[config.mk]
export PLATFORM = sky130hd
export DESIGN_NAME = ext_buffer_mc
export DESIGN_NICKNAME = d
export VERILOG_FILES = /design/src/rtl/ext_buffer_pkg.sv /design/src/rtl/ext_buffer_mc_fifo.sv /design/src/rtl/ext_buffer_mc.sv
export SDC_FILE = /design/constraint.sdc
export NUM_CORES = 1
export LEC_CHECK = 0
export CAP_MARGIN = 5
export CORE_ASPECT_RATIO = 2
export CORE_MARGIN = 3
export CORE_UTILIZATION = 45
export CTS_CLUSTER_SIZE = 30
export DETAILED_ROUTE_END_ITERATION = 7
export PLACE_DENSITY = 0.66
export SYNTH_ARGS = -nofsm -noshare
export SYNTH_HDL_FRONTEND = slang
export SYNTH_SLANG_ARGS = --single-unit
[constraint.sdc]
create_clock -name clk_i -period 4.3 [get_ports clk_i]
set_input_delay 0.43 -clock clk_i [delete_from_list [all_inputs] [get_ports clk_i]]
set_output_delay 0.43 -clock clk_i [all_outputs]
set_load 0.1 [all_outputs]
[src/rtl/ext_buffer_pkg.sv]
// Shared types and width helpers for the multi-channel ext elastic buffer.
package ext_buffer_pkg;

    // Per-channel pointer state is held at a fixed width, and each FIFO uses the low bits it needs.
    localparam int unsigned STATE_PTR_W = 16;

    typedef struct packed {
        logic [STATE_PTR_W-1:0] wr_ptr;
        logic [STATE_PTR_W-1:0] rd_ptr;
        logic [STATE_PTR_W:0]   level;
    } ext_buffer_mc_state_t;

    typedef enum logic {
        ARB_OPEN = 1'b0,
        ARB_HOLD = 1'b1
    } arb_state_e;

    function automatic int unsigned ptr_width(input int unsigned depth);
        return (depth <= 1) ? 1 : $clog2(depth);
    endfunction

    function automatic int unsigned level_width(input int unsigned depth);
        return ptr_width(depth) + 1;
    endfunction

    function automatic int unsigned chan_width(input int unsigned nb);
        return (nb <= 1) ? 1 : $clog2(nb);
    endfunction

endpackage

[src/rtl/ext_buffer_mc_fifo.sv]
// Single-channel FIFO slice of ext_buffer_mc: registered storage, level tracking, synchronous flush.
module ext_buffer_mc_fifo
    import ext_buffer_pkg::*;
#(
    parameter int unsigned DATA_WIDTH       = 32,
    parameter int unsigned BUFFER_DEPTH     = 4,
    parameter int unsigned LOG_BUFFER_DEPTH = ptr_width(BUFFER_DEPTH)
) (
    input  logic                        clk_i,
    input  logic                        rst_ni,
    input  logic                        flush_i,
    input  logic                        push_i,
    input  logic [DATA_WIDTH-1:0]       data_i,
    input  logic                        pop_i,
    output logic [DATA_WIDTH-1:0]       head_o,
    output logic [LOG_BUFFER_DEPTH:0]   level_o,
    output logic                        full_o,
    output logic                        empty_o
);

    localparam logic [STATE_PTR_W-1:0] LAST_PTR  = STATE_PTR_W'(BUFFER_DEPTH - 1);
    localparam logic [STATE_PTR_W-1:0] ONE_PTR   = STATE_PTR_W'(1);
    localparam logic [STATE_PTR_W:0]   DEPTH_LVL = (STATE_PTR_W + 1)'(BUFFER_DEPTH);
    localparam logic [STATE_PTR_W:0]   ONE_LVL   = (STATE_PTR_W + 1)'(1);

    logic [DATA_WIDTH-1:0] mem_q [BUFFER_DEPTH];
    ext_buffer_mc_state_t  state_q, state_d;
    logic                  do_push, do_pop;

    assign full_o  = (state_q.level == DEPTH_LVL);
    assign empty_o = (state_q.level == '0);
    assign do_push = push_i & ~full_o & ~flush_i;
    assign do_pop  = pop_i & ~empty_o & ~flush_i;

    assign head_o  = mem_q[state_q.rd_ptr[LOG_BUFFER_DEPTH-1:0]];
    assign level_o = state_q.level[LOG_BUFFER_DEPTH:0];

    always_comb begin
        state_d = state_q;
        if (flush_i) begin
            state_d = '0;
        end else begin
            if (do_push) begin
                state_d.wr_ptr = (state_q.wr_ptr == LAST_PTR) ? '0 : state_q.wr_ptr + ONE_PTR;
            end
            if (do_pop) begin
                state_d.rd_ptr = (state_q.rd_ptr == LAST_PTR) ? '0 : state_q.rd_ptr + ONE_PTR;
            end
            case ({do_push, do_pop})
                2'b10:   state_d.level = state_q.level + ONE_LVL;
                2'b01:   state_d.level = state_q.level - ONE_LVL;
                default: state_d.level = state_q.level;
            endcase
        end
    end

    // Flush only rewinds the pointers; stale storage is never visible because level is 0.
    always_ff @(posedge clk_i or negedge rst_ni) begin
        if (!rst_ni) begin
            state_q <= '0;
            for (int i = 0; i < BUFFER_DEPTH; i++) begin
                mem_q[i] <= '0;
            end
        end else begin
            state_q <= state_d;
            if (do_push) begin
                mem_q[state_q.wr_ptr[LOG_BUFFER_DEPTH-1:0]] <= data_i;
            end
        end
    end

endmodule

[src/rtl/ext_buffer_mc.sv]
// Multi-channel ext elastic buffer: per-channel FIFOs merged by a grant-holding round-robin arbiter.
// Optional zero-latency bypass of empty channels when EXT_BUFFER_MC_FALL_THROUGH_EN is defined.
module ext_buffer_mc
    import ext_buffer_pkg::*;
#(
    parameter int unsigned DATA_WIDTH       = 32,
    parameter int unsigned BUFFER_DEPTH     = 4,
    parameter int unsigned NB_CHANNELS      = 2,
    parameter int unsigned AF_THRESH        = BUFFER_DEPTH - 1,
    parameter int unsigned LOG_BUFFER_DEPTH = ptr_width(BUFFER_DEPTH),
    parameter int unsigned LOG_NB_CHANNELS  = chan_width(NB_CHANNELS)
) (
    input  logic                                        clk_i,
    input  logic                                        rst_ni,
    input  logic                                        flush_i,
    input  logic [NB_CHANNELS-1:0]                      valid_i,
    input  logic [NB_CHANNELS-1:0][DATA_WIDTH-1:0]      data_i,
    output logic [NB_CHANNELS-1:0]                      ready_o,
    output logic [NB_CHANNELS-1:0][LOG_BUFFER_DEPTH:0]  level_o,
    output logic [NB_CHANNELS-1:0]                      almost_full_o,
    output logic                                        valid_o,
    output logic [DATA_WIDTH-1:0]                       data_o,
    output logic [LOG_NB_CHANNELS-1:0]                  chan_o,
    input  logic                                        ready_i
);

    // state    | meaning
    // ARB_OPEN | grant recomputed every cycle from rr_q
    // ARB_HOLD | output stalled; grant frozen on gnt_q until pop or flush

    localparam logic [LOG_NB_CHANNELS-1:0] LAST_CHAN = LOG_NB_CHANNELS'(NB_CHANNELS - 1);
    localparam logic [LOG_NB_CHANNELS-1:0] ONE_CHAN  = LOG_NB_CHANNELS'(1);
    localparam logic [LOG_BUFFER_DEPTH:0]  AF_LVL    = (LOG_BUFFER_DEPTH + 1)'(AF_THRESH);

    logic [NB_CHANNELS-1:0]                 full, empty, req;
    logic [NB_CHANNELS-1:0]                 fifo_push, fifo_pop, pop_sel;
    logic [NB_CHANNELS-1:0][DATA_WIDTH-1:0] head;

    arb_state_e                 arb_q, arb_d;
    logic [LOG_NB_CHANNELS-1:0] gnt_q, gnt_d, rr_q, rr_d;
    logic [LOG_NB_CHANNELS-1:0] grant;
    logic                       found, bypass, pop;
    int                         idx;

    assign ready_o = ~full & {NB_CHANNELS{~flush_i}};

`ifdef EXT_BUFFER_MC_FALL_THROUGH_EN
    assign req    = ~empty | (valid_i & {NB_CHANNELS{~flush_i}});
    assign bypass = empty[grant];
    assign data_o = bypass ? data_i[grant] : head[grant];
`else
    assign req    = ~empty;
    assign bypass = 1'b0;
    assign data_o = head[grant];
`endif

    always_comb begin
        grant = '0;
        found = 1'b0;
        idx   = 0;
        if (arb_q == ARB_HOLD) begin
            grant = gnt_q;
            found = 1'b1;
        end else begin
            for (int i = 0; i < NB_CHANNELS; i++) begin
                idx = int'(rr_q) + i;
                if (idx >= int'(NB_CHANNELS)) begin
                    idx = idx - int'(NB_CHANNELS);
                end
                if (!found && req[idx[LOG_NB_CHANNELS-1:0]]) begin
                    found = 1'b1;
                    grant = idx[LOG_NB_CHANNELS-1:0];
                end
            end
        end
    end

    assign valid_o = found;
    assign chan_o  = grant;
    assign pop     = valid_o & ready_i & ~flush_i;

    always_comb begin
        pop_sel        = '0;
        pop_sel[grant] = pop;
    end

    always_comb begin
        arb_d = arb_q;
        gnt_d = gnt_q;
        rr_d  = rr_q;
        if (flush_i) begin
            arb_d = ARB_OPEN;
            gnt_d = '0;
            rr_d  = '0;
        end else if (pop) begin
            arb_d = ARB_OPEN;
            rr_d  = (grant == LAST_CHAN) ? '0 : grant + ONE_CHAN;
        end else if (valid_o && !ready_i) begin
            arb_d = ARB_HOLD;
            gnt_d = grant;
        end
    end

    always_ff @(posedge clk_i or negedge rst_ni) begin
        if (!rst_ni) begin
            arb_q <= ARB_OPEN;
            gnt_q <= '0;
            rr_q  <= '0;
        end else begin
            arb_q <= arb_d;
            gnt_q <= gnt_d;
            rr_q  <= rr_d;
        end
    end

    for (genvar c = 0; c < NB_CHANNELS; c++) begin : g_chan
        // A bypassed entry that is consumed immediately must not also be stored.
        assign fifo_push[c] = valid_i[c] & ready_o[c] & ~(pop_sel[c] & bypass);
        assign fifo_pop[c]  = pop_sel[c] & ~bypass;
        assign almost_full_o[c] = (level_o[c] >= AF_LVL);

        ext_buffer_mc_fifo #(
            .DATA_WIDTH       (DATA_WIDTH),
            .BUFFER_DEPTH     (BUFFER_DEPTH),
            .LOG_BUFFER_DEPTH (LOG_BUFFER_DEPTH)
        ) u_fifo (
            .clk_i   (clk_i),
            .rst_ni  (rst_ni),
            .flush_i (flush_i),
            .push_i  (fifo_push[c]),
            .data_i  (data_i[c]),
            .pop_i   (fifo_pop[c]),
            .head_o  (head[c]),
            .level_o (level_o[c]),
            .full_o  (full[c]),
            .empty_o (empty[c])
        );
    end

endmodule

* After elaboration in Yosys (flattened, before gate mapping)
Cells that the tools add are included.
** Storage, ports and cells
- Flip-flop bits (word level) :: 357
- Input bits :: 70
- Output and inout bits :: 44
- Logic and storage cells :: 150
** Operators by class
- Add/subtract/negate cells :: 12
- Order comparisons :: 14
- Equality and inequality tests :: 11
- Mux-type cells :: 52
- Bitwise gates (word level) :: 25
- Reductions and logical operators :: 19
** Operators by type and width (count)
- $bwmux W128 :: 2
- $mux W32 :: 8
- $bmux W32 S2 :: 2
- $demux W32 S2 :: 2
- $mux W16 :: 8
- $mux W49 :: 2
- $pmux W17 S2 :: 2
- $add A16 B1 Y16 const B :: 4
- $eq A16 B2 Y1 const B :: 4
- $add A17 B1 Y17 const B :: 2
- $eq A17 B3 Y1 const B :: 2
- $logic_not A17 Y1 :: 2
- $sub A17 B1 Y17 const B :: 2
- $mux W1 :: 25
- $and A1 B1 Y1 :: 12
- $ge A3 B3 Y1 const B :: 4
- $not A2 Y3 :: 4
- $reduce_bool A2 Y1 :: 6
- $reduce_bool A3 Y1 :: 3
- $ge A3 B2 Y1 const B :: 2
- $lt A1 B2 Y1 const B :: 3
- $lt A3 B1 Y1 const B :: 2
- $logic_and A1 B1 Y1 :: 5
- $not A1 Y1 :: 5
- other kinds (14) :: 20

* Logic depth before layout (Yosys ltp)
- Depth after elaboration :: 21
- Depth in mapped cells :: 16

* Modules after synthesis
Synthesis repeated with hierarchy kept, for this count alone.
** Unflattened totals
- Cells, all modules :: 1470
- Area total of the unflattened synthesis :: 18570.3 µm²
** Modules (own cells, without submodules)
- ext_buffer_mc_fifo (g_chan[0].u_fifo) :: times used 1, cells each 715, area each 8927.3 µm²
- ext_buffer_mc_fifo (g_chan[1].u_fifo) :: times used 1, cells each 695, area each 8897.3 µm²
- ext_buffer_mc :: times used 1, cells each 60, area each 745.7 µm²

* Worst setup path after synthesis
Ideal clock, no wire load.
- Kind :: input -> register
- Start point :: input port flush_i
- End point :: register g_chan[1].u_fifo.state_q[15] in the netlist's numbering
- Setup time :: 0.101 ns
- Data arrival time :: 4.984 ns
- Data required time :: 4.199 ns
- Path slack :: -0.785 ns
- Stages on the path :: 15
- Buffers on the path :: 2
- Cells stage by stage :: clkbuf_1 > clkbuf_1 > a21oi_1 > nand2_1 > nand2_1 > inv_1 > ha_1 > o21a_1 > o21ai_0 > nor2_1 > a2111oi_4 > nor3_2 > a2111oi_4 > a21oi_1 > o311ai_2
** Between the ends
- Cells in the longest elaborated chain, start to end :: 8
- Elaborated cells between the ends (all ways) :: 14
- Those cells by class :: 2 x eq/ne; 2 x mux; 9 x bitwise; 1 x reduce/logical
** RTL lines
- from (decl) :: RTL line ext_buffer_mc.sv:15 : input logic flush_i,
- $not A1 Y1 * :: RTL line ext_buffer_mc.sv:45 : assign ready_o = ~full & {NB_CHANNELS{~flush_i}};
- $and A2 B2 Y2 * :: RTL line ext_buffer_mc.sv:45
- named net ready_o[1] :: RTL line ext_buffer_mc.sv:18 : output logic [NB_CHANNELS-1:0] ready_o,
- $and A1 B1 Y1 * :: RTL line ext_buffer_mc.sv:118 : assign fifo_push[c] = valid_i[c] & ready_o[c] & ~(pop_sel[c] & bypass);
- $and A1 B1 Y1 * (2 in a row) :: RTL line ext_buffer_mc_fifo.sv:32 : assign do_push = push_i & ~full_o & ~flush_i;
- $eq A2 B1 Y1 or $eq A2 B2 Y1 (tied branches) :: RTL line ext_buffer_mc_fifo.sv:49 : case ({do_push, do_pop})
- $pmux W17 S2 :: RTL line ext_buffer_mc_fifo.sv:49
- $mux W49 :: RTL line ext_buffer_mc_fifo.sv:40 : if (flush_i) begin
- to (signal assigned) :: RTL line ext_buffer_mc_fifo.sv:65 : state_q <= state_d;
- to (decl) :: RTL line ext_buffer_mc_fifo.sv:27 : ext_buffer_mc_state_t state_q, state_d;
Mark *: on every way through the listed nets, which the timed path passes. The rest lies on a longest branch.
A chain may end at the register's enable or synchronous reset.

* Worst setup path in the final report
- Start point :: register g_chan[1].u_fifo.state_q[3] in the netlist's numbering
- End point :: register g_chan[1].u_fifo.state_q[15] in the netlist's numbering
** Between the ends
- Cells in the longest elaborated chain, start to end :: 20
- Elaborated cells between the ends (all ways) :: 40
- Those cells by class :: 2 x add/sub; 2 x order compare; 3 x eq/ne; 15 x mux; 13 x bitwise; 5 x reduce/logical
** RTL lines
- $logic_not A17 Y1 :: RTL line ext_buffer_mc_fifo.sv:31 : assign empty_o = (state_q.level == '0);
- $not A2 Y2 :: RTL line ext_buffer_mc.sv:52 : assign req = ~empty;
- $mux W1 (implied by the code) (2 in a row) :: RTL line ext_buffer_mc.sv:70 : if (!found && req[idx[LOG_NB_CHANNELS-1:0]]) begin
- $mux W1 :: RTL line ext_buffer_mc.sv:70
- $mux W1 :: RTL line ext_buffer_mc.sv:61 : if (arb_q == ARB_HOLD) begin
- $logic_not A1 Y1 :: RTL line ext_buffer_mc.sv:70
- $logic_and A1 B1 Y1 :: RTL line ext_buffer_mc.sv:70
- $mux W1 :: RTL line ext_buffer_mc.sv:70
- [2 not listed]
- $logic_and A1 B1 Y1 (implied by the code) :: RTL line ext_buffer_mc.sv:84 : pop_sel[grant] = pop;
- $mux W1 (implied by the code) :: RTL line ext_buffer_mc.sv:84
- $demux W1 S1 :: RTL line ext_buffer_mc.sv:84
- $and A2 B2 Y2 (no source line)
- $and A1 B1 Y1 (2 in a row) :: RTL line ext_buffer_mc_fifo.sv:33 : assign do_pop = pop_i & ~empty_o & ~flush_i;
- $eq A2 B1 Y1 or $eq A2 B2 Y1 (tied branches) :: RTL line ext_buffer_mc_fifo.sv:49
- $pmux W17 S2 :: RTL line ext_buffer_mc_fifo.sv:49
- $mux W49 :: RTL line ext_buffer_mc_fifo.sv:40
Parallel ways exist; a longest one is shown, timed or not. The select of a mux whose other input is x is not followed.

==> metrics.md <==
| Metric | Value |
|---|---|
| Initial Util | 0.456 |
| Clock skew | approximately 0.024 ns |
| Ys flop type | dfrtp_1 |
| Share of layout cells above drive strength 1 | 0.337 |
| Cell Area, Synth | between 0.015 and 0.02 mm2 |
| R2R depth | 17 |
| Max-slew violation count | 0 |
| Critical Path Fanout Max | 6 |
| Initial drt markers | approximately 560 |
| Reg2reg start | g_chan[1].u_fifo.state_q[3]$_DFFE_PN0P_ |
| Worst R2R Setup Slack | 0.24 ns |
| Vias in the first global route | 13.3k |
| Yosys warns | 0 |
| Share of Yosys cell area claimed by the top area cell type | 0.495 |
| Final RePlAce weighted congestion | around 0.84 |
| Core outline area | 0.0396 mm2 |
| CP startpoint kind | flop |
| Wirelength per Cell | 20.1 um |
| Final period utilization | 0.943 |
| Clock sink count | 357 |
| Detailed-route via count | 12.0k |
| Met2 WL | 23600 um |
| Post-synth top area cell | dfrtp_1 |
| Remaining global-route overflow | 0 |
| Largest net degree at the start of global routing | 107 |
| Total CTS buffers | 35 |
| Rel. slew slack | 0.309 |
| Gr usage total | 0.202 |
| WP buf/inv | 2 |
| # H-tree levels | 2 |
| Status | completed |
| Cell with the most instances after synthesis | dfrtp_1 |
| DRT Wirelength | 42400 um |
| Top Metal Used | met5 |
| Final Hold Fails | 0 |
| CTS tree | yes |
| Nets | 1674 |
| Input/output buffers | 113 |
| Critical path, cell by cell | nor4_2 > and4_1 > nand2b_1 > o211a_1 > and2_1 > nand2_1 > inv_2 > buf_4 > ha_1 > or3_4 > nor2_1 > o21ai_1 > a2111oi_4 > nor3_2 > a2111oi_4 > a21oi_1 > o311ai_2 |
| Ranking of synthesized cells by area | dfrtp_1 50%, mux2_2 18%, mux4_2 8.0% |
| Syn_nets | 1551 |
| Slew @ Worst Pin | 1.04 ns |
| Crit path from | g_chan[1].u_fifo.state_q[3]$_DFFE_PN0P_ |
| RSZ-0062 raised after global routing | no |
| Worst EP arrival | roughly 4.5 ns |
| Worst skew pair latency | 0.53 ns |
| Post-synth EDFFs | 0 |
| Initial antenna violation count | 4 |
| RR Endpoint | g_chan[1].u_fifo.state_q[15]$_DFFE_PN0P_ |
| Top cells by count, synth | 357 x dfrtp_1, 290 x mux2_2, 87 x nand2_1 |
| Synthesis-to-finish area growth | 17.2% |
| Residual DRC | 0 |
| Place WS | 0.118 ns |
| Slowest-stage cell, CP | dfrtp_1 |
| Register bit total from synthesis | 357 |
| # Max-Cap Violations | 0 |
| CTS max path bufs | 3 |
| Clock root buffer | clkbuf_16 |
| Clock slew at reported path FFs | 0.06 ns |
| Row cnt | 103 |
| Setup crit end | g_chan[1].u_fifo.state_q[15]$_DFFE_PN0P_ |
| Tightest Hold Check Type | in2reg |
| Crit path largest cell delay | between 0.4 and 0.5 ns |
| Fraction of registers with async set/reset | 1.00 |
| Die Area | between 0.04 and 0.05 mm2 |
| Post-synthesis cell type count | 63 |
| Worst EP required | between 4 and 5 ns |
| Max Clk Rate | 247 MHz |
| Worst path depth | 17 |
| Drt via density | approximately 5.7 |
| Setup TNS Final | 0 ns |
| Min Tclk post-route | 4.06 ns |
| Die Span X | roughly 150 um |
| DP HPWL | between 20000 and 30000 um |
| Final worst setup slack | 0.244 ns |
| Syn avg cell area | about 13 um2 |
| Vert. Die Dim | 289 um |
| Register area share after synthesis | 0.495 |
| Synth Instances | 1439 |
| WL met1 | 16000 um |
| Most used cell, CP | a2111oi_4 |
| Antenna-violating nets left | 0 |
| Num ports | 114 |
| First drt pass iteration count | 4 |
| Cell family with the largest share of critical-path delay | simple AND/OR/NAND/NOR gates |
| First-pass GRT wire length | ~69000 um |
| Wire length on met3 | 1400 um |
| Crit path kind | reg2reg |
| Final Setup Violations | 0 |
| Kind of end point of the critical path | flop |
## per-stage QoR
| step | instance area, um2 | hold slack, ns | cells | utilization |
|---|---|---|---|---|
| finish | 21100 | 0.247 | 2114 | 0.534 |
| CTS | 21100 | 0.230 | 2112 | 0.533 |
| detailed placement | 19900 | 0.488 | 2049 | 0.502 |
| global placement | 19900 | 0.469 | 2049 | 0.502 |
| global route | 21100 | 0.247 | 2114 | 0.534 |
| floorplan | 18100 | 0.134 | 1439 | - |
## per-layer routing
layer	vias up	GRT usage
met3	78	0.0299
met1	6204	0.225
met5	-	0
met2	209	0.387
li1	5533	-
met4	4	0.0695
## sequential cells by signal, summed over array words and instances, names as in the netlist
signal and cells:
g_chan.u_fifo.level_o 6, gnt_q 1, g_chan.u_fifo.state_q 92, arb_q 1
rr_q 1, g_chan.u_fifo.mem_q 256
## worst min-delay path by stage
stage                                              from                                        to  slack, ns  cells past startpoint
3_3_place_gp   g_chan[0].u_fifo.state_q[48]$_DFFE_PN0P_  g_chan[0].u_fifo.state_q[48]$_DFFE_PN0P_       0.47                      1
4_1_cts                                         flush_i                          rr_q$_DFFE_PN0N_       0.23                      2
3_5_place_dp     g_chan[1].u_fifo.mem_q[37]$_DFFE_PN0P_    g_chan[1].u_fifo.mem_q[37]$_DFFE_PN0P_       0.49                      1
6_report                                        flush_i                          rr_q$_DFFE_PN0N_       0.25                      2
2_1_floorplan                                    rst_ni                         arb_q$_DFFE_PN0P_       0.13                      0
5_1_grt                                         flush_i                          rr_q$_DFFE_PN0N_       0.25                      2
## cells in the final DEF (no fill, tap or decap), drive strengths merged, types with 9 or more instances in the layout
| cell | count |
|---|---|
| dfrtp | 357 |
| o21a | 9 |
| or3 | 9 |
| nand3b | 9 |
| nand2 | 87 |
| o21ai | 85 |
| clkinv | 11 |
| inv | 24 |
| nand4 | 10 |
| buf | 84 |
| clkbuf | 45 |
| nor2b | 14 |
| clkdlybuf4s50 | 78 |
| xnor2 | 26 |
| a21oi | 32 |
| o31ai | 25 |
| and3 | 28 |
| mux2 | 290 |
| mux4 | 64 |
| nand3 | 24 |
| xor2 | 12 |
| nand2b | 21 |
| nor2 | 85 |
| nor4 | 20 |
| nor3 | 22 |
| ha | 40 |
## layout make-up
cell class              count  area, um2
multi-input cells         982       8750
repair buffers            163       1490
fillers                  3373      18400
inverters                  23       86.3
clock inverters            17        206
diodes                      2       5.00
flip-flops and latches    357       8940
clock buffers              45       1000
well taps                 525        657
## cells by family (layout without fill, tap and decap cells)
family	count (synthesis)	after routing	share of synthesized area
AO/OA/AOI/OAI	194	194	0.0693
XOR/XNOR	38	38	0.0189
adder cells (fa/ha/maj)	42	42	0.0300
buffers and inverters	100	248	0.0246
flip-flops	357	357	0.495
multiplexers	360	360	0.264
other	0	2	0
AND/OR/NAND/NOR	348	348	0.0978
## timing repair
item,4_1_cts,5_1_grt
hold buffers,1,0
setup endpoints to repair,0,5
hold endpoints to repair,8,0
buffers inserted,0,0
resized for setup,0,9
Power is left out: the tool's default activity adds up to more than one toggle a clock period on the data nets, which glitch-free logic cannot reach.
